--- config.mk ---
export PLATFORM = sky130hd
export DESIGN_NAME = generic_slave_spi
export DESIGN_NICKNAME = d
export VERILOG_FILES = /design/src/rtl/generic_slave_spi_pkg.sv /design/src/rtl/generic_slave_spi_pin_sync.sv /design/src/rtl/generic_slave_spi.sv
export SDC_FILE = /design/constraint.sdc
export NUM_CORES = 1
export LEC_CHECK = 0
export ABC_CLOCK_PERIOD_IN_PS = 4900
export CAP_MARGIN = 0
export CORE_UTILIZATION = 57
export DETAILED_ROUTE_END_ITERATION = 16
export PLACE_DENSITY = 0.86
export SYNTH_ARGS = -nofsm -noshare
export SYNTH_HDL_FRONTEND = slang
export SYNTH_HIERARCHICAL = 1
export SYNTH_SLANG_ARGS = --single-unit
--- constraint.sdc ---
create_clock -name clk -period 4.9 [get_ports clk]
set_input_delay 1.225 -clock clk [delete_from_list [all_inputs] [get_ports clk]]
set_output_delay 1.225 -clock clk [all_outputs]
set_load 0.05 [all_outputs]
--- src/rtl/generic_slave_spi_pkg.sv ---
// Shared definitions for the generic SPI slave: FSM encoding,
// synchronizer depth and bit-order constants.
`timescale 1ns/1ps
package generic_slave_spi_pkg;

    typedef enum logic {
        IDLE   = 1'b0,
        ACTIVE = 1'b1
    } state_t;

    localparam int unsigned SYNC_DEPTH = 2;

    localparam logic MSB_FIRST = 1'b0;
    localparam logic LSB_FIRST = 1'b1;

endpackage

--- src/rtl/generic_slave_spi_pin_sync.sv ---
// spi_pin_sync: multi-flop synchronizer for one asynchronous SPI pin,
// with rise/fall strobes derived from the synchronized level.
`timescale 1ns/1ps
module spi_pin_sync
    import generic_slave_spi_pkg::*;
#(
    parameter logic RESET_LEVEL = 1'b0
)
(
    input  logic clk,
    input  logic reset,
    input  logic din,
    output logic level,
    output logic rise,
    output logic fall
);

    logic [SYNC_DEPTH-1:0] sync_ff;
    logic                  prev;

    // Synchronizer chain plus one history flop for edge detection
    always_ff @(posedge clk) begin
        if (reset) begin
            sync_ff <= RESET_LEVEL ? '1 : '0;
            prev    <= RESET_LEVEL;
        end else begin
            sync_ff <= {sync_ff[SYNC_DEPTH-2:0], din};
            prev    <= sync_ff[SYNC_DEPTH-1];
        end
    end

    assign level = sync_ff[SYNC_DEPTH-1];
    assign rise  = level & ~prev;
    assign fall  = ~level & prev;

endmodule

--- src/rtl/generic_slave_spi.sv ---
// generic_slave_spi: SPI slave, all four modes, selectable bit order.
// Optional macro SPI_SLAVE_MISO_TRISTATE_EN: MISO is high-Z when idle or
// in reset; otherwise MISO drives 0 there.
`timescale 1ns/1ps
module generic_slave_spi
    import generic_slave_spi_pkg::*;
#(
    parameter int unsigned WordLen = 8
)
(
    input  logic               clk,
    input  logic               reset,
    input  logic               CPOL,
    input  logic               CPHA,
    input  logic               Endianess,
    input  logic [WordLen-1:0] SendData,
    input  logic               SCLK,
    input  logic               SS,
    input  logic               MOSI,
    output logic               MISO,
    output logic [WordLen-1:0] ReceivedData,
    output logic               WordFlg,
    output logic               Busy
);

    localparam int unsigned      CW       = $clog2(WordLen);
    localparam logic [CW-1:0]    LAST_BIT = CW'(WordLen - 1);

    state_t state, state_nxt;

    logic sclk_level, sclk_rise, sclk_fall;
    logic ss_level, ss_rise, ss_fall;
    logic mosi_level, mosi_rise, mosi_fall;
    logic unused_pins;

    logic               cpol_l, cpha_l, endian_l;
    logic [WordLen-1:0] tx_sr, rx_sr;
    logic [WordLen-1:0] tx_shifted, rx_next;
    logic [CW-1:0]      bit_cnt;
    logic               skip_shift;
    logic               leading, trailing, sample_edge, shift_edge;
    logic               tx_bit;

    spi_pin_sync #(.RESET_LEVEL(1'b0)) u_sclk_sync (
        .clk(clk), .reset(reset), .din(SCLK),
        .level(sclk_level), .rise(sclk_rise), .fall(sclk_fall)
    );

    spi_pin_sync #(.RESET_LEVEL(1'b1)) u_ss_sync (
        .clk(clk), .reset(reset), .din(SS),
        .level(ss_level), .rise(ss_rise), .fall(ss_fall)
    );

    spi_pin_sync #(.RESET_LEVEL(1'b0)) u_mosi_sync (
        .clk(clk), .reset(reset), .din(MOSI),
        .level(mosi_level), .rise(mosi_rise), .fall(mosi_fall)
    );

    assign unused_pins = ^{sclk_level, ss_level, mosi_rise, mosi_fall};

    // Classify synchronized SCLK edges using the latched mode
    always_comb begin
        leading     = cpol_l ? sclk_fall : sclk_rise;
        trailing    = cpol_l ? sclk_rise : sclk_fall;
        sample_edge = cpha_l ? trailing : leading;
        shift_edge  = cpha_l ? leading  : trailing;
        if (endian_l == LSB_FIRST) begin
            rx_next    = {mosi_level, rx_sr[WordLen-1:1]};
            tx_shifted = {1'b0, tx_sr[WordLen-1:1]};
            tx_bit     = tx_sr[0];
        end else begin
            rx_next    = {rx_sr[WordLen-2:0], mosi_level};
            tx_shifted = {tx_sr[WordLen-2:0], 1'b0};
            tx_bit     = tx_sr[WordLen-1];
        end
    end

    // FSM state register
    always_ff @(posedge clk) begin
        if (reset) state <= IDLE;
        else       state <= state_nxt;
    end

    // FSM next-state: SS framing only
    always_comb begin
        state_nxt = state;
        case (state)
            IDLE:    if (ss_fall) state_nxt = ACTIVE;
            ACTIVE:  if (ss_rise) state_nxt = IDLE;
            default: state_nxt = IDLE;
        endcase
    end

    // Datapath: mode latch, RX/TX shifting, word completion.
    // A reload (word start or word end) leaves the first bit already on MISO,
    // so the next shift edge that would move past it is skipped: after SS
    // for CPHA=1, after every completed word for both phases.
    always_ff @(posedge clk) begin
        if (reset) begin
            cpol_l       <= 1'b0;
            cpha_l       <= 1'b0;
            endian_l     <= MSB_FIRST;
            tx_sr        <= '0;
            rx_sr        <= '0;
            bit_cnt      <= '0;
            skip_shift   <= 1'b0;
            ReceivedData <= '0;
            WordFlg      <= 1'b0;
        end else begin
            WordFlg <= 1'b0;
            if (state == IDLE) begin
                if (ss_fall) begin
                    cpol_l     <= CPOL;
                    cpha_l     <= CPHA;
                    endian_l   <= Endianess;
                    tx_sr      <= SendData;
                    bit_cnt    <= '0;
                    skip_shift <= CPHA;
                end
            end else begin
                if (sample_edge) begin
                    rx_sr <= rx_next;
                    if (bit_cnt == LAST_BIT) begin
                        bit_cnt      <= '0;
                        ReceivedData <= rx_next;
                        WordFlg      <= 1'b1;
                        tx_sr        <= SendData;
                        skip_shift   <= 1'b1;
                    end else begin
                        bit_cnt <= bit_cnt + CW'(1);
                    end
                end else if (shift_edge) begin
                    if (skip_shift) skip_shift <= 1'b0;
                    else            tx_sr      <= tx_shifted;
                end
            end
        end
    end

    assign Busy = (state == ACTIVE);

`ifdef SPI_SLAVE_MISO_TRISTATE_EN
    assign MISO = (state == ACTIVE && !reset) ? tx_bit : 1'bz;
`else
    assign MISO = (state == ACTIVE && !reset) ? tx_bit : 1'b0;
`endif

endmodule

==> run metrics <==
data arrival time at the worst-slack endpoint 2.12 ns; crit path time final 3.34 ns; count of mapped cells out of synthesis about 180; worst clock skew just over 0.005 ns; Worst Setup Start Kind input port; core region area about 2800 µm²; Core Rows 19; maximum fanout encountered on the critical timing path 2; total inserted antenna cells 0; slack of the worst reg-to-reg path between 2 and 2.5 ns; setup repair after global routing missed its margin no; antenna violations before repair 0; Leakage around 0.69 nW; die outline area approximately 3300 µm²; relative max-transition margin a little over a fifth; Crit-path slowest cell sky130_fd_sc_hd__clkdlybuf4s50_1; maximum vdd ir drop 0.222 mV; clock tree from TritonCTS done; count of max-cap constraint violations 0; Bufs on Longest Clock Path 2; placed wire-length estimate 2270 µm; RR Startpoint u_sclk_sync/sync_ff[1]; mean instance size in the synthesized netlist 10.0 µm²; y dimension of the die 57.4 µm; post-route antenna net violation count 0; worst path cell trace clkdlybuf4s50_1 -> nor3_1 -> buf_4; overall power of the completed layout approximately 570 µW; type of the setup path with the least slack in2out; instance count after placement with tap cells included roughly 220; worst setup slack before clock tree synthesis 1.53 ns; synthesis-to-finish area growth 16.6%; placer's final routability congestion estimate ~0.73; total number of vias ~1300; effective utilization at floorplan 61.9%; Clock Latency Late Sink ~0.35 ns; DRC Markers 2; FF-to-FF End bit_cnt[0]; kind of end point of the critical path output pin; H-tree depth reported by CTS 2; number of iterations in the first detailed-routing pass 10; fraction of layout instances using a drive strength above 1 about a tenth; final cell count without fillers 230; Post-Syn Area 1750 µm²; Inserted Clock Buffers 5; quantity of hold-fixing buffers added after cts 0; critical path endpoint MISO; count of boundary I/O pins 27; root buf cell sky130_fd_sc_hd__clkbuf_4; Total Routing Usage GR between 20 and 25%; total wire length after detailed routing about 3200 µm; iteration-0 DRC count of the detailed router 35; total global routing overflow 0; path class of the lowest-slack min-delay path reg2reg; quantity of I/O buffers inserted on ports 26; final hold viol count 0; die span in x 57.4 µm; Via-to-Cell Ratio slightly below 6; crit-path max cell delay 0.45 ns; worst endpoint required time 3.67 ns; power per standard cell area between 200 and 300 nW/µm²; maximum number of pins on one net before global-route repair 36; run status finished, violations left; clock edge transition at the registers on the reported setup and hold paths 0.11 ns; Syn Nets around 190; vias in the first global route 1232; Sinks on Clock Net between 40 and 50; slew at the pin closest to its max-slew limit between 1 and 1.5 ns; worst setup path startpoint reset; failing checks DRC; drt wl/cell 13.7 µm; total negative setup slack 0 ns; post-route setup slack between 1.5 and 2 ns; count of endpoints failing setup in the final report 0; nets around 220; setup repair bufs after CTS 0; share of the clock period used by the worst path 68.2%; yosys warns 6; global-route wire length before repair roughly 5300 µm; maximum clock rate 299 MHz; cells resized by post-CTS repair 0; depth of the worst register-to-register path 6; count of pins over their slew limit 0
[worst max-delay path: cells and delay by family]
kind | cells | cell delay [ns]
buffers and inverters | 2 | 0.68
AND/OR/NAND/NOR | 1 | 0.21
[per-stage QoR]
| stage | hold slack, ns | utilization (%) | cell area, µm² |
|---|---|---|---|
| after floorplan | 0.383 | - | 1750 |
| after global routing | 0.438 | 72.2 | 2040 |
| after global placement | 0.398 | 70.4 | 1990 |
| after detailed placement | 0.393 | 70.4 | 1990 |
| after CTS | 0.425 | 72.2 | 2040 |
| final | 0.422 | 72.2 | 2040 |
[cells in the final DEF (no fill, tap or decap), types with 2 or more instances in the layout]
master,count
sky130_fd_sc_hd__a211oi_2,5
sky130_fd_sc_hd__dfxtp_1,41
sky130_fd_sc_hd__clkdlybuf4s50_1,25
sky130_fd_sc_hd__inv_1,2
sky130_fd_sc_hd__clkbuf_4,5
sky130_fd_sc_hd__buf_4,2
sky130_fd_sc_hd__nor2_1,33
sky130_fd_sc_hd__or2_1,3
sky130_fd_sc_hd__ha_1,2
sky130_fd_sc_hd__mux2_4,2
sky130_fd_sc_hd__mux2i_1,19
sky130_fd_sc_hd__clkinv_2,2
sky130_fd_sc_hd__o2bb2ai_1,8
sky130_fd_sc_hd__nor2b_1,12
sky130_fd_sc_hd__a211oi_1,13
sky130_fd_sc_hd__a22oi_1,3
sky130_fd_sc_hd__a21oi_1,10
[layout make-up]
class | instances | area [µm²]
Clock inverter | 2 | 10.0
Fill cell | 234 | 786
Clock buffer | 6 | 41.3
Timing Repair Buffer | 27 | 265
Multi-Input combinational cell | 121 | 860
Sequential cell | 41 | 821
Tap cell | 31 | 38.8
Inverter | 2 | 7.51
[registers in the layout, indices dropped and copies added (netlist names), 2 cells and up]
register,flops
ReceivedData,8
bit_cnt,3
rx_sr,8
tx_sr,8
u_mosi_sync/sync_ff,2
u_sclk_sync/sync_ff,2
u_ss_sync/sync_ff,2
[how the worst min path moves through the flow]
stage | from | endpoint | slack (ns) | cells past startpoint
6_report | u_ss_sync/sync_ff[0] | u_ss_sync/sync_ff[1] | 0.42 | 1
5_1_grt | u_ss_sync/sync_ff[0] | u_ss_sync/sync_ff[1] | 0.44 | 1
4_1_cts | u_ss_sync/sync_ff[0] | u_ss_sync/sync_ff[1] | 0.42 | 1
3_5_place_dp | u_ss_sync/sync_ff[0] | u_ss_sync/sync_ff[1] | 0.39 | 1
3_3_place_gp | u_ss_sync/sync_ff[0] | u_ss_sync/sync_ff[1] | 0.40 | 1
2_1_floorplan | u_ss_sync/sync_ff[0] | u_ss_sync/sync_ff[1] | 0.38 | 1
[power breakdown]
part	switching, mW	internal (mW)	total [mW]
Combinational	0.0267	0.0289	0.0556
Clock	0.107	0.0547	0.161
Sequential	0.00913	0.343	0.352
[routing by layer]
metal  routed length (µm)  part of all wire (%)  GRT usage (%)
met5                    0                     0              0
met4                   41                   1.3           6.27
met3                  179                   5.7           7.48
met2                 1560                    49           35.5
met1                 1380                    44           26.2
Power figures use the tool's default switching activity.
